## config.mk

```make
export PLATFORM = sky130hd
export DESIGN_NAME = ddr_frame_counter_flat
export DESIGN_NICKNAME = d
export VERILOG_FILES = /design/src/rtl/ddr_pkg.sv /design/src/rtl/ddr_frame_counter_if.sv /design/src/rtl/ddr_frame_counter.sv /design/src/flat_wrapper.sv
export SDC_FILE = /design/constraint.sdc
export NUM_CORES = 1
export LEC_CHECK = 0
export CORE_MARGIN = 1
export CORE_UTILIZATION = 49
export DETAILED_ROUTE_END_ITERATION = 7
export PLACE_DENSITY = 0.81
export SYNTH_ARGS = -nofsm -noshare
export SYNTH_HDL_FRONTEND = slang
export SYNTH_SLANG_ARGS = --single-unit
```

## constraint.sdc

```tcl
create_clock -name i_sys_clk -period 3.2 [get_ports i_sys_clk]
set_input_delay 0.48 -clock i_sys_clk [delete_from_list [all_inputs] [get_ports i_sys_clk]]
set_output_delay 0.48 -clock i_sys_clk [all_outputs]
set_load 0.02 [all_outputs]
```

## src/rtl/ddr_pkg.sv

```systemverilog
// Shared types and constants for the HDR-DDR frame counter.
// Holds the FSM state enum, CMD_ATTR codes and the byte-to-frame conversion.
package ddr_pkg;

    typedef enum logic [1:0] {
        IDLE  = 2'd0,
        COUNT = 2'd1,
        DONE  = 2'd2
    } frmcnt_state_t;

    localparam logic [2:0] CMD_ATTR_REGULAR   = 3'd0;
    localparam logic [2:0] CMD_ATTR_IMMEDIATE = 3'd1;
    localparam int         FRAME_LAST_BIT     = 19;
    localparam int         LEN_W              = 16;

    // Each 16-bit DDR word carries two bytes; the add is one bit wider so 0xFFFF rounds up to 0x8000.
    function automatic logic [LEN_W-1:0] bytes_to_frames(input logic [LEN_W-1:0] bytes);
        logic [LEN_W:0] sum;
        sum = {1'b0, bytes} + {{LEN_W{1'b0}}, 1'b1};
        return LEN_W'(sum >> 1);
    endfunction

endpackage

```

## src/rtl/ddr_frame_counter_if.sv

```systemverilog
// Signal bundle between the CCC handler / regfile / bit counter and the frame counter.
// The handler drives the master side; the frame counter is the slave.
interface ddr_frame_counter_if
    import ddr_pkg::*;
#(
    parameter int P_LEN_W = 16
);
    // i_frmcnt_en is a level request: the counter loads on the first cycle it is seen high
    // in IDLE and keeps running while it stays high; dropping it aborts or releases.
    logic               i_frmcnt_en;
    logic [2:0]         i_regf_CMD_ATTR;
    logic [P_LEN_W-1:0] i_regf_DATA_LENGTH;
    logic [2:0]         i_regf_DTT;
    logic [4:0]         i_bitcnt_number;
    logic               i_scl_pos_edge;
    logic               i_scl_neg_edge;

    logic               o_frmcnt_busy;
    logic               o_frmcnt_last_frame;
    logic               o_frmcnt_done;
    logic               o_frmcnt_odd;
    logic [P_LEN_W-1:0] o_frmcnt_remaining;
    frmcnt_state_t      o_frmcnt_state;

    modport master (
        output i_frmcnt_en, i_regf_CMD_ATTR, i_regf_DATA_LENGTH, i_regf_DTT,
               i_bitcnt_number, i_scl_pos_edge, i_scl_neg_edge,
        input  o_frmcnt_busy, o_frmcnt_last_frame, o_frmcnt_done, o_frmcnt_odd,
               o_frmcnt_remaining, o_frmcnt_state
    );

    modport slave (
        input  i_frmcnt_en, i_regf_CMD_ATTR, i_regf_DATA_LENGTH, i_regf_DTT,
               i_bitcnt_number, i_scl_pos_edge, i_scl_neg_edge,
        output o_frmcnt_busy, o_frmcnt_last_frame, o_frmcnt_done, o_frmcnt_odd,
               o_frmcnt_remaining, o_frmcnt_state
    );

endinterface

```

## src/rtl/ddr_frame_counter.sv

```systemverilog
// Counts 20-bit HDR-DDR word frames for the active CCC command payload and flags
// the last frame, payload completion and an odd (padded) final byte.
module ddr_frame_counter
    import ddr_pkg::*;
#(
    parameter int P_LEN_W    = 16,
    parameter int P_LAST_BIT = FRAME_LAST_BIT,
    parameter int P_MAX_IMM  = 4
) (
    input  logic                i_sys_clk,
    input  logic                i_sys_rst,
    ddr_frame_counter_if.slave  bus
);

    frmcnt_state_t      r_state;
    logic               r_busy;
    logic               r_last_frame;
    logic               r_done;
    logic               r_odd;
    logic [P_LEN_W-1:0] r_remaining;

    logic               w_imm;
    logic [2:0]         w_dtt_clamped;
    logic [P_LEN_W-1:0] w_bytes;
    logic [P_LEN_W:0]   w_sum;
    logic [P_LEN_W-1:0] w_frames;
    logic               w_frame_end;

    // Only attribute 1 selects the immediate path; every other code is treated as regular.
    always_comb begin
        w_imm         = (bus.i_regf_CMD_ATTR == CMD_ATTR_IMMEDIATE);
        w_dtt_clamped = (bus.i_regf_DTT > 3'(P_MAX_IMM)) ? 3'(P_MAX_IMM) : bus.i_regf_DTT;
        w_bytes       = w_imm ? P_LEN_W'(w_dtt_clamped) : bus.i_regf_DATA_LENGTH;
        w_sum         = {1'b0, w_bytes} + {{P_LEN_W{1'b0}}, 1'b1};
        w_frames      = P_LEN_W'(w_sum >> 1);
        w_frame_end   = (bus.i_bitcnt_number == 5'(P_LAST_BIT)) &&
                        (bus.i_scl_pos_edge || bus.i_scl_neg_edge);
    end

    always_ff @(posedge i_sys_clk) begin
        if (i_sys_rst) begin
            r_state      <= IDLE;
            r_busy       <= 1'b0;
            r_last_frame <= 1'b0;
            r_done       <= 1'b0;
            r_odd        <= 1'b0;
            r_remaining  <= '0;
        end else begin
            r_done <= 1'b0;
            unique case (r_state)
                IDLE: begin
                    if (bus.i_frmcnt_en) begin
                        r_odd       <= w_bytes[0];
                        r_remaining <= w_frames;
                        if (w_frames == '0) begin
                            r_state      <= DONE;
                            r_done       <= 1'b1;
                            r_busy       <= 1'b0;
                            r_last_frame <= 1'b0;
                        end else begin
                            r_state      <= COUNT;
                            r_busy       <= 1'b1;
                            r_last_frame <= (w_frames == P_LEN_W'(1));
                        end
                    end
                end
                COUNT: begin
                    // An abort takes priority over a frame ending on the same cycle.
                    if (!bus.i_frmcnt_en) begin
                        r_state      <= IDLE;
                        r_busy       <= 1'b0;
                        r_last_frame <= 1'b0;
                        r_odd        <= 1'b0;
                        r_remaining  <= '0;
                    end else if (w_frame_end) begin
                        if (r_remaining > P_LEN_W'(1)) begin
                            r_remaining  <= r_remaining - P_LEN_W'(1);
                            r_last_frame <= (r_remaining == P_LEN_W'(2));
                        end else begin
                            r_state      <= DONE;
                            r_remaining  <= '0;
                            r_last_frame <= 1'b0;
                            r_busy       <= 1'b0;
                            r_done       <= 1'b1;
                        end
                    end
                end
                DONE: begin
                    r_remaining <= '0;
                    if (!bus.i_frmcnt_en) begin
                        r_state <= IDLE;
                    end
                end
                default: begin
                    r_state <= IDLE;
                end
            endcase
        end
    end

    assign bus.o_frmcnt_busy       = r_busy;
    assign bus.o_frmcnt_last_frame = r_last_frame;
    assign bus.o_frmcnt_done       = r_done;
    assign bus.o_frmcnt_odd        = r_odd;
    assign bus.o_frmcnt_remaining  = r_remaining;
    assign bus.o_frmcnt_state      = r_state;

endmodule

```

## src/flat_wrapper.sv

```systemverilog
// flat-port wrapper written by rule: the top's interface ports become plain ports
module ddr_frame_counter_flat import ddr_pkg::*;
#(
    parameter int P_LEN_W    = 16,
    parameter int P_LAST_BIT = FRAME_LAST_BIT,
    parameter int P_MAX_IMM  = 4
)
  (i_sys_clk, i_sys_rst, bus_i_frmcnt_en, bus_i_regf_CMD_ATTR, bus_i_regf_DATA_LENGTH, bus_i_regf_DTT, bus_i_bitcnt_number, bus_i_scl_pos_edge, bus_i_scl_neg_edge, bus_o_frmcnt_busy, bus_o_frmcnt_last_frame, bus_o_frmcnt_done, bus_o_frmcnt_odd, bus_o_frmcnt_remaining, bus_o_frmcnt_state);
  ddr_frame_counter_if #(.P_LEN_W(P_LEN_W)) bus_i ();
  input  logic i_sys_clk;
  input  logic i_sys_rst;
  input wire logic [$bits(bus_i.i_frmcnt_en)-1:0] bus_i_frmcnt_en;
  input wire logic [$bits(bus_i.i_regf_CMD_ATTR)-1:0] bus_i_regf_CMD_ATTR;
  input wire logic [$bits(bus_i.i_regf_DATA_LENGTH)-1:0] bus_i_regf_DATA_LENGTH;
  input wire logic [$bits(bus_i.i_regf_DTT)-1:0] bus_i_regf_DTT;
  input wire logic [$bits(bus_i.i_bitcnt_number)-1:0] bus_i_bitcnt_number;
  input wire logic [$bits(bus_i.i_scl_pos_edge)-1:0] bus_i_scl_pos_edge;
  input wire logic [$bits(bus_i.i_scl_neg_edge)-1:0] bus_i_scl_neg_edge;
  output wire logic [$bits(bus_i.o_frmcnt_busy)-1:0] bus_o_frmcnt_busy;
  output wire logic [$bits(bus_i.o_frmcnt_last_frame)-1:0] bus_o_frmcnt_last_frame;
  output wire logic [$bits(bus_i.o_frmcnt_done)-1:0] bus_o_frmcnt_done;
  output wire logic [$bits(bus_i.o_frmcnt_odd)-1:0] bus_o_frmcnt_odd;
  output wire logic [$bits(bus_i.o_frmcnt_remaining)-1:0] bus_o_frmcnt_remaining;
  output wire logic [$bits(bus_i.o_frmcnt_state)-1:0] bus_o_frmcnt_state;
  assign bus_i.i_frmcnt_en = bus_i_frmcnt_en;
  assign bus_i.i_regf_CMD_ATTR = bus_i_regf_CMD_ATTR;
  assign bus_i.i_regf_DATA_LENGTH = bus_i_regf_DATA_LENGTH;
  assign bus_i.i_regf_DTT = bus_i_regf_DTT;
  assign bus_i.i_bitcnt_number = bus_i_bitcnt_number;
  assign bus_i.i_scl_pos_edge = bus_i_scl_pos_edge;
  assign bus_i.i_scl_neg_edge = bus_i_scl_neg_edge;
  assign bus_o_frmcnt_busy = bus_i.o_frmcnt_busy;
  assign bus_o_frmcnt_last_frame = bus_i.o_frmcnt_last_frame;
  assign bus_o_frmcnt_done = bus_i.o_frmcnt_done;
  assign bus_o_frmcnt_odd = bus_i.o_frmcnt_odd;
  assign bus_o_frmcnt_remaining = bus_i.o_frmcnt_remaining;
  assign bus_o_frmcnt_state = bus_i.o_frmcnt_state;
  ddr_frame_counter #(.P_LEN_W(P_LEN_W), .P_LAST_BIT(P_LAST_BIT), .P_MAX_IMM(P_MAX_IMM)) u_core (.i_sys_clk(i_sys_clk), .i_sys_rst(i_sys_rst), .bus(bus_i));
endmodule
```

==> metrics.csv <==
stage,metric,value,unit
outcome,result of the run,"finished, final reports clean",
timing,crit share post-route,92.1,%
cts,post-CTS setup repair buffer count,0,
timing,unrepaired setup endpoints after global routing,false,
pwr,standby leakage power,0.972,nW
setup_path,category of the worst setup path launch point,input pin,
setup_path,critical path peak fanout,5,
detailed_routing,routed via count,2244,
setup_path,critical path capture point type,flip-flop,
placed_design,GPL Wtd Cong,0.942,
timing,max frequency,339,MHz
cells_and_area,Area Growth Syn to Fin,32.2,%
cts,CTS Buf Count,3,
setup_path,Worst path slowest cell,sky130_fd_sc_hd__clkdlybuf4s50_1,
floorplanning,horizontal die dimension,65.2,um
global_routing,overall routing resource usage,26.0,%
pwr,"sum of internal, switching and leakage power",0.00189,W
yosys,synth top area cells,"sky130_fd_sc_hd__dfxtp_1 (22%), sky130_fd_sc_hd__nand2_1 (6.3%), sky130_fd_sc_hd__nor2_1 (5.9%), sky130_fd_sc_hd__o21ai_0 (5.6%), sky130_fd_sc_hd__ha_1 (5.1%)",
job,Max Cap Violations,0,
detailed_routing,Pre-antenna DRT Iters,5,
yosys,post-synthesis sequential area ratio,22.5,%
yosys,Syn. warnings,0,
setup_path,signal arrival time at the worst endpoint,3080,ps
setup_path,"setup slack, reg-to-reg",720,ps
cts,number of buffers added to fix hold violations after cts,0,
floorplanning,initial core utilization,52.3,%
setup_path,"Cell Chain, Critical Path",clkdlybuf4s50_1 -> nor3b_2 -> nand3b_1 -> nand2_1 -> ha_1 -> and4_1 -> nand3_1 -> a2111o_1 -> o31ai_1 -> a41o_1 -> nor4bb_4 -> o22ai_1,
yosys,share of synthesized registers carrying an async set or reset,0,%
timing,final total negative setup slack,0,ps
global_routing,leftover overflow at the end of global routing,0,
cts,maximum number of buffers from clock root to sink,2,
timing,"Hold Vio Cnt, Final",0,
detailed_routing,highest metal layer with signal wires,met4,
floorplanning,die footprint,4260,um^2
cells_and_area,Final nets,362,
floorplanning,floorplan row count,22,
cells_and_area,"commonest non-fill, non-tap cell in the layout",sky130_fd_sc_hd__clkdlybuf4s50_1,
min_path,Hold WC Path Type,flip-flop to flip-flop,
placed_design,post-detailed-placement cell area,2550,um^2
yosys,number of enable-type register cells in the synthesized netlist,0,
setup_path,highest cell delay on the worst timing path,470,ps
detailed_routing,Remaining DRCs,0,
cells_and_area,Post-Route Utilization,69.2,%
detailed_routing,via density per instance,6.10,
yosys,"area leader, netlist",sky130_fd_sc_hd__dfxtp_1,
timing,worst slew margin relative to its limit,57.7,%
pwr,total power divided by cell area,729,nW/um^2
setup_path,type of the worst setup path,input pin to flip-flop,
detailed_routing,initial DRC count,197,
cts,clock tree from TritonCTS,built,
timing,Final min period,2950,ps
timing,slew at the pin closest to its max-slew limit,631,ps
cts,clock root buffer,sky130_fd_sc_hd__clkbuf_8,
floorplanning,I/O pin total,54,
cts,number of cells upsized or downsized after cts,0,
cts,number of H-tree branching levels,1,
cts,clock sink count,22,
floorplanning,height of the die,65.2,um
yosys,top_reg_cell synth,sky130_fd_sc_hd__dfxtp_1,
setup_path,cell type group with the largest total delay on the critical path,simple AND/OR/NAND/NOR gates,
cts,clock latency on the worst-skew pair,260,ps
setup_path,CP required,3330,ps
cells_and_area,Diodes inserted,0,
cts,Worst-path clk slew,80,ps
detailed_routing,total met3 wirelength after detailed routing,408,um
yosys,Synth Instances,270,
yosys,syn nets,310,
floorplanning,placeable core region,3740,um^2
detailed_routing,"wirelength, routed",5360,um
global_routing,via count of the first global-routing pass,1990,
pwr,worst voltage drop across the vdd grid,0.332,mV
detailed_routing,final antenna-violating net count,0,
yosys,netlist area before placement,1960,um^2
timing,Finish-stage setup viols,0,
timing,count of final max-slew check failures,0,
yosys,Synth cell types,50,
detailed_routing,average detailed-routed wire length per instance,14.6,um
detailed_routing,total routed wire length on the met1 layer,2460,um
placed_design,pre-CTS setup slack,-28.8,ps
global_routing,wire length of the first global-routing pass,8960,um
yosys,top-area cell type share of the netlist area,22.5,%
yosys,Seq cells post-synth,22,
cells_and_area,layout cells sized above 1,7.50,%
cells_and_area,"commonest cells after routing, fill and taps aside","sky130_fd_sc_hd__clkdlybuf4s50_1 (53), sky130_fd_sc_hd__nand2_1 (33), sky130_fd_sc_hd__nor2_1 (31), sky130_fd_sc_hd__o21ai_0 (22), sky130_fd_sc_hd__dfxtp_1 (22)",
detailed_routing,detailed-routed wire length on met2,2460,um
placed_design,IO buf count,53,
global_routing,number of antenna violations at the first check in global routing,0,
timing,Setup WS post-layout,252,ps
placed_design,estimated wirelength of the detail-placed design,4140,um
cells_and_area,post-route cell area,2590,um^2
yosys,mean instance size in the synthesized netlist,7.26,um^2
setup_path,Crit path buffers/inverters,1,
global_routing,pin count of the biggest net entering global routing,27,
timing,final worst clock skew,5.03,ps
## area by class of cell
type / instances / area [um^2]
Inverter: 9 / 33.8
Clock buffer: 3 / 41.3
Sequential cell: 22 / 440
Timing Repair Buffer: 61 / 591
Fill cell: 346 / 1150
Tap cell: 48 / 60.1
Multi-Input combinational cell: 225 / 1420
## metrics by stage
stage	std cells	hold WS (ps)
after CTS	368	507
after floorplan	270	564
after global routing	368	533
after detailed placement	365	494
after global placement	365	482
final	368	505
## metal layers
metal	GRT usage, %	vias up
met5	0	-
met4	4.62	0
met3	2.43	4
met2	43.4	118
met1	36.2	1024
li1	-	1098
## state kept, by name, summed over array words and instances, names as in the netlist
name                            flops
u_core.bus.o_frmcnt_last_frame      1
u_core.bus.o_frmcnt_remaining      16
u_core.bus.o_frmcnt_state           2
u_core.bus.o_frmcnt_done            1
u_core.bus.o_frmcnt_busy            1
u_core.bus.o_frmcnt_odd             1
## cells in the mapped netlist, types with 5 or more instances
cell type,n
sky130_fd_sc_hd__o21ai_0,22
sky130_fd_sc_hd__clkbuf_1,8
sky130_fd_sc_hd__nor2_1,31
sky130_fd_sc_hd__nand2_1,33
sky130_fd_sc_hd__ha_1,8
sky130_fd_sc_hd__dfxtp_1,22
sky130_fd_sc_hd__nand3b_1,5
sky130_fd_sc_hd__nand4_1,5
sky130_fd_sc_hd__xor2_1,11
sky130_fd_sc_hd__inv_1,9
sky130_fd_sc_hd__nor3_1,13
sky130_fd_sc_hd__a21oi_1,15
sky130_fd_sc_hd__or3_1,5
sky130_fd_sc_hd__nand3_1,11
sky130_fd_sc_hd__o22ai_1,9
## cells by family (layout without fill, tap and decap cells)
group / after synthesis / count (layout) / share of synthesized area [%]
simple gates: 126 / 126 / 34.9
compound gates: 75 / 75 / 25.4
buf+inv: 23 / 73 / 4.85
flops: 22 / 22 / 22.5
xor+xnor: 14 / 14 / 6.26
fa+ha+maj: 8 / 8 / 5.11
mux: 2 / 2 / 1.02
## worst register-to-register path, cell delays in order (launching register included)
cell,delay (ps)
sky130_fd_sc_hd__dfxtp_1,360
sky130_fd_sc_hd__or3_1,520
sky130_fd_sc_hd__nor4_4,520
sky130_fd_sc_hd__a31oi_2,250
sky130_fd_sc_hd__nand2_1,140
sky130_fd_sc_hd__buf_4,180
sky130_fd_sc_hd__nor2_1,80
sky130_fd_sc_hd__a21oi_1,190
sky130_fd_sc_hd__o22ai_1,100
## power by group
| group | internal [W] | switching [W] | leakage, nW |
|---|---|---|---|
| sequential | 0.000354 | 0.000101 | 0.180 |
| combinational | 0.000508 | 0.000752 | 0.770 |
| clock | 0.0000840 | 0.0000891 | 0.0216 |
| total | 0.000946 | 0.000943 | 0.972 |
## path summary, 6_finish.rpt
check,from,endpoint,depth (start not counted)
worst max-delay path,bus_i_regf_CMD_ATTR[0],u_core.bus.o_frmcnt_state[0],12
worst min-delay path,u_core.bus.o_frmcnt_remaining[7],u_core.bus.o_frmcnt_remaining[7],2
worst max register to register,u_core.bus.o_frmcnt_remaining[2],u_core.bus.o_frmcnt_remaining[12],8
worst min register to register,u_core.bus.o_frmcnt_remaining[7],u_core.bus.o_frmcnt_remaining[7],2
Note: power is estimated with default switching activity, not from simulation.
